### src/rtl/led_mode_sequencer_if.sv
// Start/done handshake between the LED mode sequencer and the pattern engine.
// master: sequencer side, slave: pattern engine side.
interface led_mode_sequencer_if;
    logic       start_o;
    logic [1:0] mode_o;
    logic       busy_o;
    logic       timeout_err_o;
    logic       done_i;

    modport master (
        output start_o,
        output mode_o,
        output busy_o,
        output timeout_err_o,
        input  done_i
    );

    modport slave (
        input  start_o,
        input  mode_o,
        input  busy_o,
        input  timeout_err_o,
        output done_i
    );
endinterface

### src/rtl/led_mode_sequencer.sv
// Debounces the board keys, decodes a display mode and sequences the pattern engine.
// Optional LED_SEQ_AUTO_CYCLE_EN: after each gap, advance to the next mode automatically.
module led_mode_sequencer #(
    parameter int unsigned p_frequency   = 50_000_000,
    parameter int unsigned p_debounce_ms = 20,
    parameter int unsigned p_pwm_run_ms  = 5,
    parameter int unsigned p_timeout_ms  = 1000,
    parameter int unsigned p_gap_cycles  = 10
) (
    input  logic                        clk,
    input  logic                        rst,
    input  logic                        key_2,
    input  logic                        key_3,
    input  logic                        key_4,
    led_mode_sequencer_if.master        eng_if
);
    localparam int unsigned c_ms      = p_frequency / 1000;
    localparam int unsigned c_db_lim  = p_debounce_ms * c_ms;
    localparam int unsigned c_pwm_lim = p_pwm_run_ms * c_ms;
    localparam int unsigned c_to_lim  = p_timeout_ms * c_ms;
    localparam int unsigned c_run_lim = (c_to_lim > c_pwm_lim) ? c_to_lim : c_pwm_lim;

    localparam int unsigned c_db_w  = (c_db_lim > 1) ? $clog2(c_db_lim) : 1;
    localparam int unsigned c_run_w = (c_run_lim > 1) ? $clog2(c_run_lim) : 1;
    localparam int unsigned c_gap_w = (p_gap_cycles > 1) ? $clog2(p_gap_cycles) : 1;

    localparam logic [c_db_w-1:0]  c_db_last  = c_db_w'(c_db_lim - 1);
    localparam logic [c_run_w-1:0] c_to_last  = c_run_w'(c_to_lim - 1);
    localparam logic [c_run_w-1:0] c_pwm_last = c_run_w'(c_pwm_lim - 1);
    localparam logic [c_run_w-1:0] c_run_last = c_run_w'(c_run_lim - 1);
    localparam logic [c_gap_w-1:0] c_gap_last = c_gap_w'(p_gap_cycles - 1);

    localparam logic [2:0] S_IDLE = 3'd0;
    localparam logic [2:0] S_ARM  = 3'd1;
    localparam logic [2:0] S_RUN  = 3'd2;
    localparam logic [2:0] S_PWM  = 3'd3;
    localparam logic [2:0] S_GAP  = 3'd4;

    logic [2:0]         r_sync1, r_sync2;
    logic [2:0]         r_cand, r_db;
    logic [c_db_w-1:0]  r_db_cnt;
    logic               r_pend_vld;
    logic [1:0]         r_pend_mode;
    logic [2:0]         r_state;
    logic [1:0]         r_mode;
    logic               r_err;
    logic [c_run_w-1:0] r_run_cnt;
    logic [c_gap_w-1:0] r_gap_cnt;

    logic [2:0] w_p;
    logic       w_press;
    logic       w_dec_vld;
    logic [1:0] w_dec_mode;
    logic       w_pend_wr;
    logic [2:0] w_state_nxt;
    logic       w_take;
    logic       w_load;
    logic [1:0] w_load_mode;
    logic       w_err_set;

    // Keys idle high, so the synchronisers reset to "released".
    always_ff @(posedge clk or posedge rst) begin
        if (rst) begin
            r_sync1 <= 3'b111;
            r_sync2 <= 3'b111;
        end else begin
            r_sync1 <= {key_4, key_3, key_2};
            r_sync2 <= r_sync1;
        end
    end

    assign w_p     = ~r_sync2;
    assign w_press = (w_p == r_cand) && (r_db_cnt == c_db_last) &&
                     (r_db == 3'b000) && (r_cand != 3'b000);

    always_ff @(posedge clk or posedge rst) begin
        if (rst) begin
            r_cand   <= 3'b000;
            r_db     <= 3'b000;
            r_db_cnt <= '0;
        end else if (w_p != r_cand) begin
            r_cand   <= w_p;
            r_db_cnt <= '0;
        end else if (r_db_cnt != c_db_last) begin
            r_db_cnt <= r_db_cnt + 1'b1;
        end else begin
            r_db     <= r_cand;
        end
    end

    always_comb begin
        w_dec_vld  = 1'b1;
        w_dec_mode = 2'd0;
        case (r_cand)
            3'b001:  w_dec_mode = 2'd0;
            3'b010:  w_dec_mode = 2'd1;
            3'b100:  w_dec_mode = 2'd2;
            3'b011:  w_dec_mode = 2'd3;
            default: w_dec_vld  = 1'b0;
        endcase
    end

    assign w_pend_wr = w_press && w_dec_vld;

    always_comb begin
        w_state_nxt = r_state;
        w_take      = 1'b0;
        w_load      = 1'b0;
        w_load_mode = r_pend_mode;
        w_err_set   = 1'b0;
        case (r_state)
            S_IDLE: begin
                if (r_pend_vld) begin
                    w_take      = 1'b1;
                    w_load      = 1'b1;
                    w_state_nxt = S_ARM;
                end
            end
            S_ARM: w_state_nxt = (r_mode == 2'd3) ? S_PWM : S_RUN;
            S_RUN: begin
                // done wins over a timeout landing on the same cycle
                if (eng_if.done_i) begin
                    w_state_nxt = S_GAP;
                end else if (r_run_cnt == c_to_last) begin
                    w_err_set   = 1'b1;
                    w_state_nxt = S_GAP;
                end
            end
            S_PWM: begin
                if (r_pend_vld || (r_run_cnt == c_pwm_last)) begin
                    w_state_nxt = S_GAP;
                end
            end
            S_GAP: begin
                if (r_gap_cnt == c_gap_last) begin
`ifdef LED_SEQ_AUTO_CYCLE_EN
                    w_state_nxt = S_ARM;
                    w_load      = 1'b1;
                    if (r_pend_vld) begin
                        w_take = 1'b1;
                    end else begin
                        w_load_mode = r_mode + 2'd1;
                    end
`else
                    w_state_nxt = S_IDLE;
`endif
                end
            end
            default: w_state_nxt = S_IDLE;
        endcase
    end

    always_ff @(posedge clk or posedge rst) begin
        if (rst) begin
            r_state     <= S_IDLE;
            r_mode      <= 2'd0;
            r_err       <= 1'b0;
            r_pend_vld  <= 1'b0;
            r_pend_mode <= 2'd0;
            r_run_cnt   <= '0;
            r_gap_cnt   <= '0;
        end else begin
            r_state <= w_state_nxt;
            if (w_load) begin
                r_mode <= w_load_mode;
            end
            if (w_err_set) begin
                r_err <= 1'b1;
            end else if (r_state == S_ARM) begin
                r_err <= 1'b0;
            end
            // A fresh press always beats consumption of the older entry.
            if (w_pend_wr) begin
                r_pend_vld  <= 1'b1;
                r_pend_mode <= w_dec_mode;
            end else if (w_take) begin
                r_pend_vld  <= 1'b0;
            end
            // The start cycle itself counts as the first cycle of the run.
            if (r_state == S_ARM) begin
                r_run_cnt <= c_run_w'(1);
            end else if (((r_state == S_RUN) || (r_state == S_PWM)) &&
                         (r_run_cnt != c_run_last)) begin
                r_run_cnt <= r_run_cnt + 1'b1;
            end
            if (r_state != S_GAP) begin
                r_gap_cnt <= '0;
            end else if (r_gap_cnt != c_gap_last) begin
                r_gap_cnt <= r_gap_cnt + 1'b1;
            end
        end
    end

    assign eng_if.start_o       = (r_state == S_ARM);
    assign eng_if.busy_o        = (r_state != S_IDLE);
    assign eng_if.mode_o        = r_mode;
    assign eng_if.timeout_err_o = r_err;
endmodule
### src/flat_wrapper.sv
// flat-port wrapper written by rule: the top's interface ports become plain ports
module led_mode_sequencer_flat 
#(
    parameter int unsigned p_frequency   = 50_000_000,
    parameter int unsigned p_debounce_ms = 20,
    parameter int unsigned p_pwm_run_ms  = 5,
    parameter int unsigned p_timeout_ms  = 1000,
    parameter int unsigned p_gap_cycles  = 10
)
  (clk, rst, key_2, key_3, key_4, eng_if_start_o, eng_if_mode_o, eng_if_busy_o, eng_if_timeout_err_o, eng_if_done_i);
  led_mode_sequencer_if eng_if_i ();
  input  logic clk;
  input  logic rst;
  input  logic key_2;
  input  logic key_3;
  input  logic key_4;
  output wire logic [$bits(eng_if_i.start_o)-1:0] eng_if_start_o;
  output wire logic [$bits(eng_if_i.mode_o)-1:0] eng_if_mode_o;
  output wire logic [$bits(eng_if_i.busy_o)-1:0] eng_if_busy_o;
  output wire logic [$bits(eng_if_i.timeout_err_o)-1:0] eng_if_timeout_err_o;
  input wire logic [$bits(eng_if_i.done_i)-1:0] eng_if_done_i;
  assign eng_if_start_o = eng_if_i.start_o;
  assign eng_if_mode_o = eng_if_i.mode_o;
  assign eng_if_busy_o = eng_if_i.busy_o;
  assign eng_if_timeout_err_o = eng_if_i.timeout_err_o;
  assign eng_if_i.done_i = eng_if_done_i;
  led_mode_sequencer #(.p_frequency(p_frequency), .p_debounce_ms(p_debounce_ms), .p_pwm_run_ms(p_pwm_run_ms), .p_timeout_ms(p_timeout_ms), .p_gap_cycles(p_gap_cycles)) u_core (.clk(clk), .rst(rst), .key_2(key_2), .key_3(key_3), .key_4(key_4), .eng_if(eng_if_i));
endmodule
### config.mk
export PLATFORM = sky130hd
export DESIGN_NAME = led_mode_sequencer_flat
export DESIGN_NICKNAME = d
export VERILOG_FILES = /design/src/rtl/led_mode_sequencer_if.sv /design/src/rtl/led_mode_sequencer.sv /design/src/flat_wrapper.sv
export SDC_FILE = /design/constraint.sdc
export NUM_CORES = 1
export LEC_CHECK = 0
export BUFFER_PORTS_ARGS = -buffer_cell sky130_fd_sc_hd__buf_2
export CORE_ASPECT_RATIO = 1.4
export CORE_MARGIN = 3
export CORE_UTILIZATION = 59
export DETAILED_ROUTE_END_ITERATION = 7
export HOLD_SLACK_MARGIN = 0.15
export PLACE_DENSITY_LB_ADDON = 0.2
export SLEW_MARGIN = 20
export SYNTH_ARGS = -nofsm -noshare
export SYNTH_HDL_FRONTEND = slang
export SYNTH_SLANG_ARGS = --single-unit
### constraint.sdc
create_clock -name clk -period 3.2 [get_ports clk]
set_input_delay 0.8 -clock clk [delete_from_list [all_inputs] [get_ports clk]]
set_output_delay 0.8 -clock clk [all_outputs]
set_load 0.01 [all_outputs]
==> results.yml <==
job:
  drv_cap: 0
synth:
  yosysWarnings: 0
  ys_types: 52
  ys_seq_elements: 71
  mappedNetlistNets: 351
  synth_flop_cell: "dfrtp_1"
  synth_cells: 341
  async_flop_share_pct: 100
  synth_area_mm2: 0.00349
  synth-edff-count: 0
  syn_avg_cell_area_um2: 10.2
  yosysSeqAreaShare_pct: 51.2
clock_tree:
  cts_buffer_depth: 2
  cts_hold_buf: 0
  cts_repair_resize_count: 0
  cts-root-buf: "clkbuf_8"
  cts_setup_buffers: 0
  h-tree-depth: 3
  cts_tree: "built"
  path_clk_slew_ps: 80
  cts_buffers: 9
  clkLatencyLatePin_ps: 350
  cts_sinks: 71
route:
  drtIter0Drc: 237
  vias: 2652
  viasPerCell: 6.10
  drc_errors: 0
  drt-wirelength-per-cell_um: 16.0
  wirelength_um: 6970
  antenna_left: 0
  drt_first_pass_iters: 5
finish:
  antenna_cells: 0
  fillers: 447
  multi_input_area_mm2: 0.00163
  layout-drive-gt1-share_pct: 13.9
  final_area_mm2: 0.00386
  area.sequential_mm2: 0.00178
  syn_to_final_growth_pct: 10.6
  fin_nets: 372
floorplan:
  dieWidth_um: 71.0
  die_area_mm2: 0.00688
  fp.coreArea_mm2: 0.00561
  fp.dieH_um: 97.0
  start_util_pct: 62.2
  pin_count: 11
  num_rows: 32
worst_setup_path:
  critical-path-max-stage-delay_ps: 570
  arrival_ps: 2690
  worstSetupPathType: "flop to flop"
  crit_top_cell: "or4_4"
  worstPathMaxFanout: 17
  path_delay_family: "simple AND/OR/NAND/NOR gates"
  worst_ep_required_time_ps: 3460
  crit_buf_inv: 0
  cp_cell_sequence: "or4_4 -> or4_4 -> o21ai_4 -> nand2b_1 -> mux2i_1"
  slowest_stage: "or4_4"
  worstSetupStartpointType: "flop"
  end_kind: "flop"
timing:
  rsz0062_at_grt: "no"
  setup_viol: 0
  holdWs_ps: 359
  fmax_mhz: 412
  timing.final.crit_share_pct: 75.8
  max_slew_margin_pct: 42.4
  min_period_ps: 2430
  worstMarginPinSlew_ps: 864
  fin_worst_skew_ps: 11.5
  hold_viol: 0
  slew_violations: 0
  finalSetupTns_ps: 0
global_route:
  grt_overflow: 0
  grt_pass1_wl_um: 12300
  grt_busiest_layer: "met2"
  antenna_found_initial: 0
  grt_max_degree: 72
  use_met3_pct: 4.37
  gr-usage-met2_pct: 36.3
  grt.met1_usage_pct: 26.9
  grt_usage_pct: 22.2
  first_global_vias: 2683
place:
  place_hpwl_um: 4810
  placed_cell_area_mm2: 0.00364
  gp_congestion: 0.862
  io_buffer_count: 10
power_and_ir_drop:
  p_per_area_mw_per_mm2: 464
  leakagePower_nw: 1.67
  ir_drop_uv: 376
  finalPower_mw: 1.79
hold_path:
  hold_class: "flop to flop"
status:
  status: "finished clean"
[cell usage in the layout, fill, tap and decap left out, types with 5 or more instances in the layout]
cell type   n
xor2_1     22
and3_1      8
nor4_1      8
mux2i_1     5
clkbuf_8    9
inv_1       9
nand2_1    24
buf_2      10
mux2_2      5
nor3_1     10
o21ai_0     9
or3_1       5
dfstp_2     6
nand3_1    23
xnor2_1    11
or4_1       5
dfrtp_1    65
nor2_1     43
buf_4       6
nand4_1    12
a21oi_1     6
[kinds of logic (layout without fill, tap and decap cells)]
kind of cell | after synthesis | after routing | share of synthesized area, %
buffers and inverters | 17 | 43 | 2.08
DFF | 71 | 71 | 51.2
and+or+nand+nor | 164 | 164 | 25.2
muxes | 10 | 10 | 3.05
xor gates and xnor gates | 34 | 34 | 8.75
adders and majority gates | 4 | 4 | 1.44
AOI/OAI and AO/OA | 41 | 41 | 8.32
[flip-flops by register name, indices dropped and copies added, names as in the netlist]
register / cells
u_core.eng_if.mode_o: 2
u_core.eng_if.timeout_err_o: 1
u_core.r_db_cnt: 20
u_core.r_pend_mode: 2
u_core.r_state: 3
u_core.r_gap_cnt: 4
u_core.r_cand: 3
u_core.r_sync1: 3
u_core.r_run_cnt: 26
u_core.r_sync2: 3
u_core.r_db: 3
u_core.r_pend_vld: 1
[Yosys cell counts (6+ instances only)]
library cell | number | share of area, %
xor2_1 | 22 | 5.5
nor4_1 | 8 | 1.4
nor3_1 | 10 | 1.4
inv_1 | 10 | 1.1
nor2_1 | 43 | 4.6
dfrtp_1 | 65 | 47
and3_1 | 8 | 1.4
nand4_1 | 12 | 2.2
a21oi_1 | 6 | 0.86
nand3_1 | 23 | 3.3
dfstp_2 | 6 | 4.5
xnor2_1 | 11 | 2.8
nand2_1 | 24 | 2.6
o21ai_0 | 9 | 1.3
[layer usage]
metal	up-vias	wire, µm
met3	17	252
met2	76	3570
met1	1285	2930
li1	1274	-
met5	-	0
met4	0	229
[power by group]
part	switching [mW]	internal [mW]
sequential	0.0184	0.915
combinational	0.0424	0.0226
clock	0.350	0.443
total	0.411	1.38
[final cells by class]
| cell class | count | share of cell area, % |
|---|---|---|
| sequential | 71 | 46.3 |
| multi-input combinational | 253 | 42.3 |
| clock buffer | 10 | 3.31 |
| timing repair buffer | 16 | 2.47 |
| clock inverter | 6 | 2.40 |
| tap | 68 | 2.21 |
| inverter | 11 | 1.07 |
[metrics by stage]
stage	std cells	util, %	setup WS (ps)
after global routing	435	68.8	637
after detailed placement	419	64.9	789
after global placement	419	64.9	858
after CTS	435	68.8	777
after floorplan	341	-	613
final	435	68.8	774
[worst paths after layout]
check / end / slack [ps] / depth (start not counted) / startpoint
worst min-delay path: u_core.r_sync2[0] / 360 / 0 / u_core.r_sync1[0]
max in group asynchronous: u_core.r_db_cnt[11] / 1940 / 3 / rst
worst max register to register: u_core.r_run_cnt[4] / 770 / 5 / u_core.r_run_cnt[9]
worst max-delay path: u_core.r_run_cnt[4] / 770 / 5 / u_core.r_run_cnt[9]
min in group asynchronous: u_core.r_db_cnt[4] / 720 / 3 / rst
worst min register to register: u_core.r_sync2[0] / 360 / 0 / u_core.r_sync1[0]
No activity file was read; power rests on OpenSTA's default activity.
